**config.mk**
```make
export PLATFORM = sky130hd
export DESIGN_NAME = alu_exec_stage
export DESIGN_NICKNAME = d
export VERILOG_FILES = /design/src/rtl/alu_pkg.sv /design/src/rtl/alu_shifter.sv /design/src/rtl/alu_exec_stage.sv
export SDC_FILE = /design/constraint.sdc
export NUM_CORES = 1
export LEC_CHECK = 0
export ABC_AREA = 1
export CORE_MARGIN = 3
export CORE_UTILIZATION = 55
export DETAILED_ROUTE_END_ITERATION = 10
export GPL_TIMING_DRIVEN = 0
export PLACE_DENSITY = 0.78
export SETUP_SLACK_MARGIN = 0.3
export SYNTH_ARGS = -nofsm -noshare
export SYNTH_HDL_FRONTEND = slang
export SYNTH_SLANG_ARGS = --single-unit
```
**constraint.sdc**
```tcl
create_clock -name clk -period 1.83 [get_ports clk]
set_input_delay 0.4575 -clock clk [delete_from_list [all_inputs] [get_ports clk]]
set_output_delay 0.4575 -clock clk [all_outputs]
set_load 0.005 [all_outputs]
```
**src/rtl/alu_pkg.sv**
```systemverilog
// Shared definitions for the RV32I execute stage: funct3 codes, op field positions, FSM states.
package alu_pkg;

  localparam logic [2:0] F3_ADD  = 3'b000;
  localparam logic [2:0] F3_SLL  = 3'b001;
  localparam logic [2:0] F3_SLT  = 3'b010;
  localparam logic [2:0] F3_SLTU = 3'b011;
  localparam logic [2:0] F3_XOR  = 3'b100;
  localparam logic [2:0] F3_SRL  = 3'b101;
  localparam logic [2:0] F3_OR   = 3'b110;
  localparam logic [2:0] F3_AND  = 3'b111;

  // in_op = {illegal, reg_form, funct3[2:0], alt}
  localparam int OP_ILLEGAL = 5;
  localparam int OP_REG     = 4;
  localparam int OP_F3_HI   = 3;
  localparam int OP_F3_LO   = 1;
  localparam int OP_ALT     = 0;

  typedef enum logic {
    S_IDLE  = 1'b0,
    S_SHIFT = 1'b1
  } alu_state_e;

  function automatic logic [31:0] sext12(input logic [11:0] imm);
    return {{20{imm[11]}}, imm};
  endfunction

endpackage

```
**src/rtl/alu_shifter.sv**
```systemverilog
// Shift unit: single-cycle barrel shifter, or a 1-bit-per-cycle iterative shifter
// when ALU_SERIAL_SHIFT_EN is defined.
module alu_shifter #(
  parameter int XLEN = 32
) (
`ifdef ALU_SERIAL_SHIFT_EN
  input  logic            clk,
  input  logic            rst_n,
`endif
  input  logic            start,
  input  logic            dir_right,
  input  logic            arith,
  input  logic [XLEN-1:0] operand,
  input  logic [4:0]      shamt,
  output logic            done,
  output logic [XLEN-1:0] result
);

`ifdef ALU_SERIAL_SHIFT_EN
  logic [XLEN-1:0] sh_q;
  logic [4:0]      cnt_q;
  logic            busy_q;
  logic            dir_q;
  logic            arith_q;
  logic [XLEN-1:0] step;

  assign step = dir_q ? {arith_q & sh_q[XLEN-1], sh_q[XLEN-1:1]} : {sh_q[XLEN-2:0], 1'b0};

  always_ff @(posedge clk or negedge rst_n) begin
    if (!rst_n) begin
      sh_q    <= '0;
      cnt_q   <= '0;
      busy_q  <= 1'b0;
      dir_q   <= 1'b0;
      arith_q <= 1'b0;
    end else if (start && shamt != 5'd0) begin
      sh_q    <= operand;
      cnt_q   <= shamt;
      busy_q  <= 1'b1;
      dir_q   <= dir_right;
      arith_q <= arith;
    end else if (busy_q) begin
      sh_q  <= step;
      cnt_q <= cnt_q - 5'd1;
      if (cnt_q == 5'd1) busy_q <= 1'b0;
    end
  end

  // The last bit position is applied combinationally so the result lands in the
  // output register on the same edge the shifter goes idle.
  assign done   = (start && shamt == 5'd0) || (busy_q && cnt_q == 5'd1);
  assign result = start ? operand : step;
`else
  logic signed [XLEN-1:0] sra_res;

  assign sra_res = $signed(operand) >>> shamt;
  assign done    = start;
  assign result  = dir_right ? (arith ? sra_res : (operand >> shamt)) : (operand << shamt);
`endif

endmodule

```
**src/rtl/alu_exec_stage.sv**
```systemverilog
// RV32I execute stage with a one-entry output register and valid/ready on both sides.
// Optional serial shifter selected by ALU_SERIAL_SHIFT_EN.
module alu_exec_stage
  import alu_pkg::*;
#(
  parameter int XLEN = 32
) (
  input  logic            clk,
  input  logic            rst_n,
  input  logic            in_valid,
  output logic            in_ready,
  input  logic [5:0]      in_op,
  input  logic [XLEN-1:0] in_rv1,
  input  logic [XLEN-1:0] in_rv2,
  input  logic [4:0]      in_rd,
  input  logic            in_we,
  output logic            out_valid,
  input  logic            out_ready,
  output logic [4:0]      out_rd,
  output logic [XLEN-1:0] out_result,
  output logic            out_we,
  output alu_state_e      dbg_state
);

  // Handshake: a transfer happens on a rising edge where valid and ready are both high.
  // Upstream holds in_* stable while in_valid && !in_ready; in_* is sampled only on the
  // accept edge. out_* stay stable while out_valid && !out_ready.

  alu_state_e      state_q, state_d;
  logic [2:0]      f3;
  logic            illegal;
  logic [XLEN-1:0] op_b;
  logic            is_shift;
  logic            accept;
  logic            sh_start;
  logic            sh_done;
  logic [XLEN-1:0] sh_result;
  logic            enter_shift;
  logic            complete_in;
  logic            complete_sh;
  logic            complete;
  logic [XLEN-1:0] alu_res;
  logic            we_in;
  logic [XLEN-1:0] load_res;
  logic [4:0]      load_rd;
  logic            load_we;

  assign f3       = in_op[OP_F3_HI:OP_F3_LO];
  assign illegal  = in_op[OP_ILLEGAL];
  assign op_b     = in_op[OP_REG] ? in_rv2 : sext12(in_rv2[11:0]);
  assign is_shift = !illegal && (f3 == F3_SLL || f3 == F3_SRL);
  assign in_ready = (state_q == S_IDLE) && (!out_valid || out_ready);
  assign accept   = in_valid && in_ready;
  assign sh_start = accept && is_shift;
  assign we_in    = in_we && (in_rd != 5'd0) && !illegal;

  alu_shifter #(.XLEN(XLEN)) u_shifter (
`ifdef ALU_SERIAL_SHIFT_EN
    .clk       (clk),
    .rst_n     (rst_n),
`endif
    .start     (sh_start),
    .dir_right (f3 == F3_SRL),
    .arith     (in_op[OP_ALT]),
    .operand   (in_rv1),
    .shamt     (op_b[4:0]),
    .done      (sh_done),
    .result    (sh_result)
  );

  always_comb begin
    alu_res = '0;
    case (f3)
      F3_ADD:  alu_res = (in_op[OP_REG] && in_op[OP_ALT]) ? (in_rv1 - op_b) : (in_rv1 + op_b);
      F3_SLL:  alu_res = sh_result;
      F3_SLT:  alu_res = {{(XLEN-1){1'b0}}, $signed(in_rv1) < $signed(op_b)};
      F3_SLTU: alu_res = {{(XLEN-1){1'b0}}, in_rv1 < op_b};
      F3_XOR:  alu_res = in_rv1 ^ op_b;
      F3_SRL:  alu_res = sh_result;
      F3_OR:   alu_res = in_rv1 | op_b;
      F3_AND:  alu_res = in_rv1 & op_b;
      default: alu_res = '0;
    endcase
    if (illegal) alu_res = '0;
  end

  assign complete_in = accept && (!is_shift || sh_done);
  assign complete_sh = (state_q == S_SHIFT) && sh_done;
  assign complete    = complete_in || complete_sh;

`ifdef ALU_SERIAL_SHIFT_EN
  logic [4:0] pend_rd;
  logic       pend_we;

  assign enter_shift = sh_start && !sh_done;

  // Destination fields travel alongside a multi-cycle shift.
  always_ff @(posedge clk or negedge rst_n) begin
    if (!rst_n) begin
      pend_rd <= '0;
      pend_we <= 1'b0;
    end else if (sh_start) begin
      pend_rd <= in_rd;
      pend_we <= we_in;
    end
  end

  assign load_res = complete_sh ? sh_result : alu_res;
  assign load_rd  = complete_sh ? pend_rd : in_rd;
  assign load_we  = complete_sh ? pend_we : we_in;
`else
  assign enter_shift = 1'b0;
  assign load_res    = alu_res;
  assign load_rd     = in_rd;
  assign load_we     = we_in;
`endif

  always_ff @(posedge clk or negedge rst_n) begin
    if (!rst_n) state_q <= S_IDLE;
    else        state_q <= state_d;
  end

  always_comb begin
    state_d = state_q;
    case (state_q)
      S_IDLE:  if (enter_shift) state_d = S_SHIFT;
      S_SHIFT: if (sh_done) state_d = S_IDLE;
      default: state_d = S_IDLE;
    endcase
  end

  always_ff @(posedge clk or negedge rst_n) begin
    if (!rst_n) begin
      out_valid  <= 1'b0;
      out_result <= '0;
      out_rd     <= '0;
      out_we     <= 1'b0;
    end else if (complete) begin
      out_valid  <= 1'b1;
      out_result <= load_res;
      out_rd     <= load_rd;
      out_we     <= load_we;
    end else if (out_ready) begin
      out_valid  <= 1'b0;
    end
  end

  assign dbg_state = state_q;

endmodule
```
==> impl_metrics.csv, run 1 <==
group,metric,value,unit
clock_network,postCtsHoldBufs,0,
run_status,status,"stopped before the end",
clock_network,clockBufferDepth,2,
floorplan,die_h,149.3,um
clock_network,cts-buffers-inserted,5,
place,place_inst,2501,
floorplan,fp-row-count,51,
floorplan,die-width,149.3,um
synthesis,synthArstFlopShare,1.000,
grt,grt_pass1_vias,19360,
synthesis,syn_area_per_cell,5.330,um2
floorplan,ioPinCount,121,
synthesis,synth-seq-cells,40,
synthesis,syn_inst,2118,
place,port-buffer-count,118,
clock_network,cts_max_level,2,
run_status,haltStage,"5_1_grt",
grt,grt_overflow,13,
floorplan,start_util,0.5707,
grt,grt_usage,0.6832,
place,hpwlAfterDp,47650,um
clock_network,cts.sinks,40,
synthesis,yosysSeqAreaShare,0.08866,
clock_network,cts_root_buf,"clkbuf_16",
run_status,error,"[ERROR GRT-0116] Global routing finished with congestion. Check the congestion regions in the DRC Viewer.",
place,gp_congestion,1.214,
synthesis,synth_edf_count,0,
synthesis,yosysWarningCount,0,
synthesis,synthDistinctLibCells,55,
synthesis,yosys_most_used_dff,"dfrtp_1",
synthesis,syn_area,0.01129,mm2
grt,grt_max_degree,41,
synthesis,synth_nets,2298,
grt,grt_pass1_wl,116100,um
==> synth_stat cells (all sizes together) (2+ instances only) <==
cell type | instances | area share
mux2 | 2 | 0.0020
a21boi | 2 | 0.0013
a22oi | 2 | 0.0013
o211ai | 19 | 0.013
a31oi | 6 | 0.0033
inv | 246 | 0.082
nand3b | 4 | 0.0027
buf | 79 | 0.042
nand3 | 395 | 0.18
nand2 | 694 | 0.24
clkinv | 2 | 0.00067
nor3 | 18 | 0.0089
clkbuf | 21 | 0.0073
o31ai | 3 | 0.0024
o21ai | 100 | 0.047
a211oi | 21 | 0.014
nand4 | 17 | 0.0094
o21a | 3 | 0.0020
nor4 | 5 | 0.0028
o22ai | 6 | 0.0033
a221oi | 4 | 0.0031
o21bai | 11 | 0.0073
and2 | 3 | 0.0017
a21oi | 133 | 0.060
ha | 98 | 0.11
fa | 2 | 0.0035
dfrtp | 40 | 0.089
nor2 | 171 | 0.060
o221ai | 8 | 0.0062
==> per-stage QoR <==
stage          cell area [um2]  setup WS [ps]
3_5_place_dp             13440          -1975
3_3_place_gp             13440          -1929
4_1_cts                  16380         -705.2
2_1_floorplan            11930         -445.9
==> metal layers <==
layer / overflow / track usage
met5: 0 / 0.2250
met4: 7 / 0.5789
met3: 0 / 0.5381
met2: 6 / 0.8387
met1: 0 / 0.7242
==> kinds of logic after synthesis <==
family / share of synthesized area
flip-flops: 0.08866
AND/OR/NAND/NOR: 0.4994
adder cells (fa/ha/maj): 0.1122
AO/OA/AOI/OAI: 0.1655
buffers and inverters: 0.1323
multiplexers: 0.001995
==> what timing repair did <==
action,in CTS
pin swaps,163
gates resized for setup,704
endpoints found under the setup margin,78
setup buffers,108
gates cloned,2
==> run 2, diff against run 1 <==
Settings changed: CORE_UTILIZATION 55 to 40, PLACE_DENSITY 0.78 to not set, PLACE_DENSITY_LB_ADDON set to 0.15, SETUP_SLACK_MARGIN 0.3 to not set.
==> impl_metrics.csv, run 2 <==
group,metric,value,unit
setup_path,critPathLaunchType,"primary input",
flow_run,drv_cap,0,
sta,worst_pin_slew,856.0,ps
routing,vias,17320,
cells_and_area,mostFrequentLayoutCells,"nand2_1, nand3_1, inv_1, nor2_1, nand2_2",
cells_and_area,fillers,2566,
cells_and_area,multi_input_area,0.01125,mm2
synthesis,yosys_most_used_dff,"dfrtp_1",
setup_path,reg2regPathDepth,8,
clock_network,cts.sinks,40,
synthesis,syn_area_per_cell,5.330,um2
place,port-buffer-count,118,
power,combPwrFrac,0.741,
power,p_int,3.844,mW
floorplan,core_region_area,0.02733,mm2
routing,wl_met2,27570,um
worst_hold_path,min_path_type,"primary input to async pin",
sta,fin_crit,2729,ps
sta,skew,5.871,ps
routing,ant_nets,0,
cells_and_area,largest_reg_flops,32,
routing,wl_met1,27910,um
sta,relSlewSlack,0.4293,
clock_network,cts_tree,"yes",
synthesis,synthDistinctLibCells,55,
routing,drc,0,
clock_network,cts_root_buf,"clkbuf_16",
grt,antenna_found_initial,1,
synthesis,yosysSeqAreaShare,0.08866,
routing,via_per_inst,6.400,
power,p_leak,8.047,nW
setup_path,crit_path_end_kind,"flop",
power,clkPwrFrac,0.129,
power,ir_drop,0.3730,mV
synthesis,synthArstFlopShare,1.000,
place,hpwlAfterDp,55440,um
cells_and_area,antenna_cells,0,
synthesis,synth_top_area_share,0.2248,
routing,drt-total-wl,72860,um
run_status,status,"finished, violations left",
sta,maxSlewViolCount,0,
floorplan,die-width,174,um
cells_and_area,layout-drive-gt1-share,0.3192,
cells_and_area,reg_top3,"out_result x32, out_rd x5",
clock_network,cts-buffers-inserted,5,
power,p_switching,4.270,mW
cells_and_area,areaGrowthSynthToFinish,48.56,%
setup_path,worstPathRequired,2000,ps
setup_path,crit_fanout,5,
power,swShare,0.5263,
synthesis,synth_area_leaders,"nand2_1, nand3_1, ha_1, dfrtp_1, inv_1",
sta,fin_ws,-899.1,ps
cells_and_area,regArea,0.001001,mm2
grt,grt_pass1_vias,15880,
grt,grt_pass1_wl,103100,um
floorplan,ioPinCount,121,
sta,setup-violations-final,32,
synthesis,synth_top_area_cell,"nand2_1",
setup_path,critical_path_class,"primary input to flop",
grt,grt_max_degree,41,
grt,grt_usage,0.4513,
cells_and_area,fin_nets,2513,
sta,finalCritPeriodShare,1.491,
floorplan,fp-row-count,60,
routing,first_pass_iters,6,
routing,wl_per_cell,26.93,um
grt,grt_overflow,0,
synthesis,netlist_top_cells_count,"nand2_1, nand3_1, inv_1",
cells_and_area,mostFrequentLayoutCell,"nand2_1",
floorplan,die_h,174,um
sta,rsz0062_at_grt,"true",
clock_network,cts_max_level,2,
routing,routed.top_layer,"met5",
floorplan,start_util,0.4131,
clock_network,postCtsHoldBufs,0,
sta,hold_viol,0,
synthesis,synth-seq-cells,40,
sta,fmax,366.4,MHz
power,powerDensity,483.8,mW/mm2
floorplan,die_area,0.03028,mm2
routing,dr_wl_met3,12190,um
routing,first_iter_violations,2917,
synthesis,yosysWarningCount,0,
run_status,failed_checks,"setup timing",
place,gp_congestion,1.080,
setup_path,worst-endpoint-arrival,2900,ps
power,seqPwrFrac,0.130,
synthesis,syn_area,0.01129,mm2
cells_and_area,fin_util,0.6138,
synthesis,syn_inst,2118,
sta,fin_tns_setup,-19640,ps
synthesis,synth_nets,2298,
clock_network,clkLatencyLatePin,280,ps
synthesis,synth_edf_count,0,
synthesis,synthMostInstantiatedCell,"nand2_1",
cells_and_area,top_register,"out_result",
clock_network,clk_pin_slew,60,ps
clock_network,clockBufferDepth,2,
==> run 2: kinds of logic after synthesis <==
| family | after synthesis | share of synthesized area |
|---|---|---|
| simple gates | 1308 | 0.4994 |
| buf+inv | 348 | 0.1323 |
| compound gates | 320 | 0.1655 |
| fa+ha+maj | 100 | 0.1122 |
| flops | 40 | 0.08866 |
| mux | 2 | 0.001995 |
==> run 2: metal layers <==
layer,up-vias,track usage
met1,7941,0.6054
met3,375,0.1828
met5,-,0
li1,7438,-
met2,1563,0.6107
met4,2,0.2420
==> run 2: per-stage QoR <==
step           setup slack, ps  std cells  power (mW)  hold WS [ps]  area (um2)
2_1_floorplan           -445.9       2118       3.745         161.9       11920
3_3_place_gp             -2079       2608       5.482         454.7       13570
3_5_place_dp             -2134       2608       5.493         467.0       13560
4_1_cts                 -722.4       2685       7.484         303.2       16100
5_1_grt                 -974.5       2706       8.415         357.6       16770
6_report                -899.1       2706       8.114         283.8       16770
==> run 2: worst paths after layout <==
| check | startpoint | to | slack (ps) |
|---|---|---|---|
| setup / recovery | in_rv2[11] | out_result[31] | -900 |
| hold / removal | rst_n | out_result[4] | 280 |
| setup reg to reg | out_valid | out_result[30] | 100 |
| hold reg to reg | out_result[15] | out_result[15] | 480 |
| max in group asynchronous | rst_n | out_result[21] | 1010 |
| min in group clk | out_result[15] | out_result[15] | 480 |
==> run 2: repair_timing <==
action / 4_1_cts / 5_1_grt
buffers inserted: 69 / 22
pin swaps: 151 / 76
resized for setup: 657 / 172
gates cloned: 2 / 0
setup endpoints to repair: 34 / 36
==> run 2: layout make-up <==
class / count / area share
Buffer: 97 / 0.05364
Clock inverter: 1 / 0.001790
Inverter: 248 / 0.06214
Timing Repair Buffer: 211 / 0.1150
Sequential cell: 40 / 0.05968
Multi-Input combinational cell: 1730 / 0.6709
Clock buffer: 7 / 0.009101
Tap cell: 372 / 0.02775
==> run 2: worst max-delay path, stage by stage <==
cell and delay (ps):
buf_12 100, inv_12 40, nor2_4 200, clkbuf_8 220, a21oi_4 50, buf_12 150
ha_4 240, inv_6 90, nand2_4 80, nor2_4 130, inv_2 60, nor3_2 130
nand2_1 130, nand2_2 150, nand2_1 70, nand2_1 100, nand3_1 70, nand2_1 80
nand3_2 120, nand2_4 150, nand2_1 60
==> run 2: power groups by stage <==
stage               Clock, mW  Sequential (mW)  Combinational (mW)
global route             1.09             1.06                6.26
finish                   1.04             1.06                6.01
CTS                      1.06             1.05                5.38
detailed placement          0             1.06                4.43
floorplan                   0             1.07                2.68
global placement            0             1.06                4.42
No activity file was read; power rests on OpenSTA's default activity.
